### config.mk
export PLATFORM = sky130hd
export DESIGN_NAME = collision_matrix_detector
export DESIGN_NICKNAME = d
export VERILOG_FILES = /design/src/rtl/collision_pkg.sv /design/src/rtl/collision_pair_tracker.sv /design/src/rtl/collision_matrix_detector.sv
export SDC_FILE = /design/constraint.sdc
export NUM_CORES = 1
export LEC_CHECK = 0
export ABC_AREA = 1
export CORE_ASPECT_RATIO = 1.5
export CORE_UTILIZATION = 42
export CTS_CLUSTER_DIAMETER = 40
export DETAILED_ROUTE_END_ITERATION = 16
export GPL_TIMING_DRIVEN = 0
export PLACE_DENSITY_LB_ADDON = 0.3
export SYNTH_ARGS = -nofsm -noshare
export SYNTH_HDL_FRONTEND = slang
export SYNTH_HIERARCHICAL = 1
export SYNTH_SLANG_ARGS = --single-unit
### constraint.sdc
create_clock -name clk -period 1.4 [get_ports clk]
set_input_delay 0.14 -clock clk [delete_from_list [all_inputs] [get_ports clk]]
set_output_delay 0.14 -clock clk [all_outputs]
set_load 0.02 [all_outputs]
### src/rtl/collision_pkg.sv
// Shared constants and pair-index helpers for the collision matrix detector.
package collision_pkg;

  localparam int CD_W = 4;

  // Pinball layer map, used to build PAIR_MASK values
  localparam int LAYER_BALL     = 0;
  localparam int LAYER_FRAME    = 1;
  localparam int LAYER_FLIPPER  = 2;
  localparam int LAYER_OBSTACLE = 3;

  function automatic int npairs(input int n);
    return n * (n - 1) / 2;
  endfunction

  function automatic int pair_a(input int n, input int p);
    int idx;
    idx = 0;
    for (int a = 0; a < n; a++) begin
      for (int b = a + 1; b < n; b++) begin
        if (idx == p) return a;
        idx++;
      end
    end
    return 0;
  endfunction

  function automatic int pair_b(input int n, input int p);
    int idx;
    idx = 0;
    for (int a = 0; a < n; a++) begin
      for (int b = a + 1; b < n; b++) begin
        if (idx == p) return b;
        idx++;
      end
    end
    return 1;
  endfunction

  function automatic int pair_index(input int n, input int a, input int b);
    int idx;
    idx = 0;
    for (int i = 0; i < n; i++) begin
      for (int j = i + 1; j < n; j++) begin
        if (i == a && j == b) return idx;
        idx++;
      end
    end
    return 0;
  endfunction

endpackage

### src/rtl/collision_pair_tracker.sv
// Per-pair state: first-hit flag, raw overlap, cooldown and, with
// COLLISION_OVERLAP_COUNT_EN, a saturating per-frame overlap counter.
module collision_pair_tracker
  import collision_pkg::*;
#(
  parameter int COOLDOWN_FRAMES = 0,
  parameter int CNT_W           = 12
) (
  input  logic             clk,
  input  logic             resetN,
  input  logic             startOfFrame,
  input  logic             ov,
  output logic             pulse,
  output logic             raw,
  output logic [CNT_W-1:0] count
);

  logic            seen_q, seen_d;
  logic            raw_q, raw_d;
  logic [CD_W-1:0] cd_q, cd_d;
  logic            cd_zero;

  // seen only records cycles where a pulse was allowed, so at the frame
  // boundary it tells whether this pair actually pulsed in the ending frame
  always_comb begin
    cd_zero = (cd_q == '0);
    pulse   = ov && (startOfFrame || !seen_q) && cd_zero;
    seen_d  = (startOfFrame ? 1'b0 : seen_q) | (ov & cd_zero);
    raw_d   = (startOfFrame ? 1'b0 : raw_q) | ov;
    cd_d    = cd_q;
    if (startOfFrame) begin
      if (seen_q)
        cd_d = CD_W'(COOLDOWN_FRAMES);
      else if (!cd_zero)
        cd_d = cd_q - 1'b1;
    end
  end

  always_ff @(posedge clk or negedge resetN) begin
    if (!resetN) begin
      seen_q <= 1'b0;
      raw_q  <= 1'b0;
      cd_q   <= '0;
    end else begin
      seen_q <= seen_d;
      raw_q  <= raw_d;
      cd_q   <= cd_d;
    end
  end

  assign raw = raw_q;

`ifdef COLLISION_OVERLAP_COUNT_EN
  logic [CNT_W-1:0] cnt_q, cnt_d;
  logic [CNT_W-1:0] frame_cnt_q, frame_cnt_d;

  always_comb begin
    cnt_d       = cnt_q;
    frame_cnt_d = frame_cnt_q;
    if (startOfFrame) begin
      frame_cnt_d = cnt_q;
      cnt_d       = {{(CNT_W-1){1'b0}}, ov};
    end else if (ov && (cnt_q != '1)) begin
      cnt_d = cnt_q + 1'b1;
    end
  end

  always_ff @(posedge clk or negedge resetN) begin
    if (!resetN) begin
      cnt_q       <= '0;
      frame_cnt_q <= '0;
    end else begin
      cnt_q       <= cnt_d;
      frame_cnt_q <= frame_cnt_d;
    end
  end

  assign count = frame_cnt_q;
`else
  assign count = '0;
`endif

endmodule

### src/rtl/collision_matrix_detector.sv
// Per-layer-pair collision detector with cooldown and frame hit summary.
// Optional overlap counting is enabled by defining COLLISION_OVERLAP_COUNT_EN.
module collision_matrix_detector
  import collision_pkg::*;
#(
  parameter int                 N_LAYERS        = 4,
  parameter int                 N_PAIRS         = npairs(N_LAYERS),
  parameter logic [N_PAIRS-1:0] PAIR_MASK       = '1,
  parameter int                 COOLDOWN_FRAMES = 0,
  parameter int                 CNT_W           = 12
) (
  input  logic                     clk,
  input  logic                     resetN,
  input  logic                     startOfFrame,
  input  logic [N_LAYERS-1:0]      draw,
  output logic [N_PAIRS-1:0]       collisionPulse,
  output logic                     anyCollisionPulse,
  output logic [N_PAIRS-1:0]       frameHits,
  output logic                     frameHitsValid,
  output logic [N_PAIRS*CNT_W-1:0] overlapCount
);

  logic [N_PAIRS-1:0] pulse_w;
  logic [N_PAIRS-1:0] raw_w;
  logic [N_PAIRS-1:0] frame_hits_q, frame_hits_d;
  logic               frame_hits_valid_q, frame_hits_valid_d;

  for (genvar p = 0; p < N_PAIRS; p++) begin : g_pair
    localparam int A = pair_a(N_LAYERS, p);
    localparam int B = pair_b(N_LAYERS, p);
    if (PAIR_MASK[p]) begin : g_on
      logic ov;
      assign ov = draw[A] & draw[B];
      collision_pair_tracker #(
        .COOLDOWN_FRAMES(COOLDOWN_FRAMES),
        .CNT_W          (CNT_W)
      ) u_trk (
        .clk         (clk),
        .resetN      (resetN),
        .startOfFrame(startOfFrame),
        .ov          (ov),
        .pulse       (pulse_w[p]),
        .raw         (raw_w[p]),
        .count       (overlapCount[p*CNT_W +: CNT_W])
      );
    end else begin : g_off
      assign pulse_w[p] = 1'b0;
      assign raw_w[p]   = 1'b0;
      assign overlapCount[p*CNT_W +: CNT_W] = '0;
    end
  end

  // The pulse path is combinational from draw, so hold it low while in reset
  assign collisionPulse    = pulse_w & {N_PAIRS{resetN}};
  assign anyCollisionPulse = |collisionPulse;

  always_comb begin
    frame_hits_d       = startOfFrame ? raw_w : frame_hits_q;
    frame_hits_valid_d = startOfFrame;
  end

  always_ff @(posedge clk or negedge resetN) begin
    if (!resetN) begin
      frame_hits_q       <= '0;
      frame_hits_valid_q <= 1'b0;
    end else begin
      frame_hits_q       <= frame_hits_d;
      frame_hits_valid_q <= frame_hits_valid_d;
    end
  end

  assign frameHits      = frame_hits_q;
  assign frameHitsValid = frame_hits_valid_q;

endmodule
# == After elaboration in Yosys (flattened, before gate mapping) ==
# Cells that the tools add are included.
# op_classes
add_sub_neg,6
n_eq_ne,6
mux,24
n_bitwise,25
n_reduce_logical,37
# ops
cell,n
4-bit 2-to-1 mux,12
4-bit zero test,6
"4-bit by 1-bit subtractor with 4-bit output, second input constant",6
1-bit bitwise AND,12
1-bit logical AND,12
1-bit 2-to-1 mux,12
"2-bit by 1-bit inequality test with 1-bit output, second input constant",6
1-bit OR,12
2-bit AND reduction,6
6-bit bitwise AND,1
1-bit zero test,6
1-bit logical OR,6
6-bit OR reduction,1
# word_totals
ff_bits,43
input_bits,7
elab_cells,118

# == Depth between registers and ports, before layout ==
# logic_depth
depth_word,6
ltp_mapped,6
ltp_nobuf,6

# == Hierarchy ==
# Netlist, hierarchy kept.
# modules_own_cells
module,n_inst,cells_per_inst,area_per_inst_um2,seq_area_each_um2
collision_pair_tracker,6,51,417.9,150.1
collision_matrix_detector,1,55,382.9,175.2

# == Worst setup path after synthesis ==
# Ideal clock, no wire load.
# synth_timing
kind,register to output
start,reg g_pair[3].g_on.u_trk.cd_q[0]
end,out anyCollisionPulse
arrival_time_ps,1307
required_time_ps,1260
slack_ps,-47
path_stages_with_launch,7
path_buffers,0
path_cell_list,dfrtp_1 -> inv_1 -> ha_1 -> nand3_1 -> a211oi_1 -> o21ai_0 -> nand3_1
# synth_between
elab_chain_len,4
# synth_lines
item,line,text
start: declaration,collision_pair_tracker.sv:20,"logic [CD_W-1:0] cd_q, cd_d;"
start signal: assignment,collision_pair_tracker.sv:43,cd_q <= '0;
start signal: assignment,collision_pair_tracker.sv:47,cd_q <= cd_d;
4-bit zero test,collision_pair_tracker.sv:26,cd_zero = (cd_q == '0);
1-bit logical AND,collision_pair_tracker.sv:27,pulse = ov && (startOfFrame || !seen_q) && cd_zero;
via pulse_w[3],collision_matrix_detector.sv:23,logic [N_PAIRS-1:0] pulse_w;
6-bit bitwise AND,collision_matrix_detector.sv:54,assign collisionPulse = pulse_w & {N_PAIRS{resetN}};
6-bit OR reduction,collision_matrix_detector.sv:55,assign anyCollisionPulse = |collisionPulse;
end: declaration,collision_matrix_detector.sv:17,"output logic anyCollisionPulse,"
# The timed path passes the listed nets, and every way through them passes these cells.

# == Final worst setup path ==
# layout_timing
start,reg g_pair[5].g_on.u_trk.cd_q[0]
end,out anyCollisionPulse
# layout_between
elab_chain_len,4
# layout_lines
item,line
start: declaration,collision_pair_tracker.sv:20
start signal: assignment,collision_pair_tracker.sv:43
start signal: assignment,collision_pair_tracker.sv:47
4-bit zero test,collision_pair_tracker.sv:26
1-bit logical AND,collision_pair_tracker.sv:27
via pulse_w[5],collision_matrix_detector.sv:23
6-bit bitwise AND,collision_matrix_detector.sv:54
6-bit OR reduction,collision_matrix_detector.sv:55
# The timed path passes the listed nets, and every way through them passes these cells.

==> results.cfg <==
[power]
vdd_ir_drop_max_uv = 988
leakagePower_nw = 2.34
power_density_mw_per_mm2 = 1730

[outcome]
run_status = finished with violations
failed_checks = setup timing

[sta]
hold_viol = 0
rsz0062_at_grt = yes
worst_hold_slack_ns = 0.293
maxSlewHeadroom = 0.514
setup_viol = 7
maxSlewViolCount = 0
period_minus_slack_ns = 1.71
tightestPinTransition_ns = 0.727
finalCritPeriodShare = 1.22
finalWorstSetupSlack_ns = -0.309
skew_ns = 0.00555
fmax_mhz = 585

[critical_path]
rrSetupSlack_ns = 0.06
endpoint_kind = primary output
rr_startpoint = g_pair[5].g_on.u_trk/cd_q[0]
critPathTopFamily = flip-flops
cp.required_ns = 1.26
cp.depth = 7
worstSetupPathType = reg2out
startpoint_type = register
crit_buf_inv = 2
cp.arrival_ns = 1.57
cpPeakStageDelay_ns = 0.40
worstReg2RegEnd = g_pair[5].g_on.u_trk/cd_q[0]
cp_max_fo = 2
rr_worst_depth = 8
startpoint = g_pair[5].g_on.u_trk/cd_q[0]
slowest_stage = dfrtp_1
crit_chain = inv_2 > ha_4 > nand3_4 > a211oi_2 > o21ai_1 > nand3_2 > buf_6
endpoint = anyCollisionPulse

[layout]
n_antenna_cell = 0
utilization = 0.618
layout_common_cells = buf_4, nand2_1, conb_1
nFillCells = 561
areaGrowthSynthToFinish_pct = 40.6
drive_above_1_share = 0.400
finalNetCount = 506
final_common_cell = buf_4

[synthesis]
synth_cells = 361
syn_area_per_cell_sq_um = 8.01
synth.distinct_cells = 18
syn-cell-area_sq_mm = 0.00289
ys_warn_count = 6
ys_seq_area_frac = 0.372
ys_ff_latch = 43

[place]
port_buffers = 20
place_congestion = 0.795
dp_slack_ns = -1.70
dp_hpwl_microns = 3810

[clocking]
clock_latency_ns = 0.29
path_clk_slew_ns = 0.07
tritoncts = yes
clockRootBuffer = clkbuf_8
cts_made_buffers = 5
cts.sinks = 43
htreeDepth = 2
cts.path.max_buffers = 2

[detailed_routing]
wl_per_cell_microns = 10.3
avgViaCountPerCell = 4.35
routed_wl_microns = 5830
dr.pass1.iters = 4
antenna_left = 0
drc = 0
num_vias = 2468
initialDrtViolationCount = 122

[floorplanning]
io-pin-count = 93
core_area_sq_mm = 0.00658
dieArea_sq_mm = 0.00722
die_h_microns = 104
initial_core_util = 0.439
dieWidth_microns = 69.7
num_rows = 36

[grt]
grt_overflow = 0
grt_pass1_wl_microns = 9670
grt_usage = 0.162
grt_start_max_net_pins = 29
grt_pass1_vias = 2284
antenna_found_initial = 0

[flow_run]
drv_cap = 0

[min_path]
hold_class = in2reg
hp-start = startOfFrame
==> power breakdown <==
group / total [mW] / internal [mW] / switching [mW]
sequential: 2.03 / 1.67 / 0.366
combinational: 4.27 / 2.04 / 2.23
clock: 0.719 / 0.333 / 0.386
==> final cells by class <==
cell class | count | area, sq um | share of cell area
inverter | 60 | 225 | 0.0554
tap | 76 | 95.1 | 0.0234
sequential | 43 | 1080 | 0.265
buffer | 74 | 559 | 0.138
multi-input combinational | 250 | 1510 | 0.371
clock buffer | 6 | 72.6 | 0.0179
timing repair buffer | 59 | 527 | 0.130
==> logic make-up after synthesis <==
family	Yosys count	synth area share
buf+inv	134	0.271
simple gates	121	0.202
compound gates	45	0.103
flops	43	0.372
xor+xnor	6	0.0182
fa+ha+maj	6	0.0260
other cells	6	0.00779
==> worst reg2reg max path, cell delays in order (launching register included) <==
cell and delay [ns]:
dfrtp_1 0.40, inv_2 0.11, ha_4 0.16, buf_4 0.10
buf_4 0.10, nand4_2 0.13, nand2_4 0.12, nand2_1 0.07
o21ai_1 0.08
==> timing repair <==
| action | 4_1_cts | 5_1_grt |
|---|---|---|
| endpoints found under the setup margin | 50 | 13 |
| hold endpoints to repair | 16 | 0 |
| pin swaps | 24 | 15 |
| resized for setup | 81 | 17 |
| hold buffers | 2 | 0 |
| buffers inserted | 24 | 12 |
==> how the worst min path moves through the flow <==
| stage | end | cells after the start |
|---|---|---|
| after floorplan | frameHitsValid | 0 |
| final | frameHitsValid | 1 |
| after detailed placement | g_pair[3].g_on.u_trk/cd_q[0] | 1 |
| after global routing | frameHitsValid | 1 |
| after CTS | frameHitsValid | 1 |
| after global placement | g_pair[3].g_on.u_trk/raw | 2 |
==> synth_stat cells, drive strengths merged <==
cell type,count,area share
o22ai,6,0.013
conb,6,0.0078
dfrtp,43,0.37
nand2,84,0.12
inv,60,0.078
buf,74,0.19
a211oi,6,0.016
ha,6,0.026
nand3,25,0.043
o21ai,33,0.074
xor2,6,0.018
nand4,6,0.026
nor2,6,0.0078
==> per-stage QoR <==
step                std cells  cell area, sq um  setup TNS, ns  power (mW)
global route              568              4060          -2.06        7.56
CTS                       556              3910          -1.75        6.62
global placement          523              3470         -85.35        4.74
floorplan                 427              3180              0        4.32
finish                    568              4060          -1.47        7.02
detailed placement        524              3490         -37.42        4.89
==> state kept, by name, summed over array words and instances (netlist names) <==
signal / flops
g_pair.g_on.u_trk/seen_q: 6
frameHitsValid: 1
g_pair.g_on.u_trk/raw: 6
frameHits: 6
g_pair.g_on.u_trk/cd_q: 24
==> routing by layer <==
| metal | routed length, microns | track usage | vias up |
|---|---|---|---|
| met5 | 0 | 0 | - |
| met4 | 179 | 0.0771 | 0 |
| met2 | 2990 | 0.297 | 105 |
| met3 | 435 | 0.0360 | 16 |
| met1 | 2220 | 0.173 | 1104 |
| li1 | - | - | 1243 |
Power figures use the tool's default switching activity.
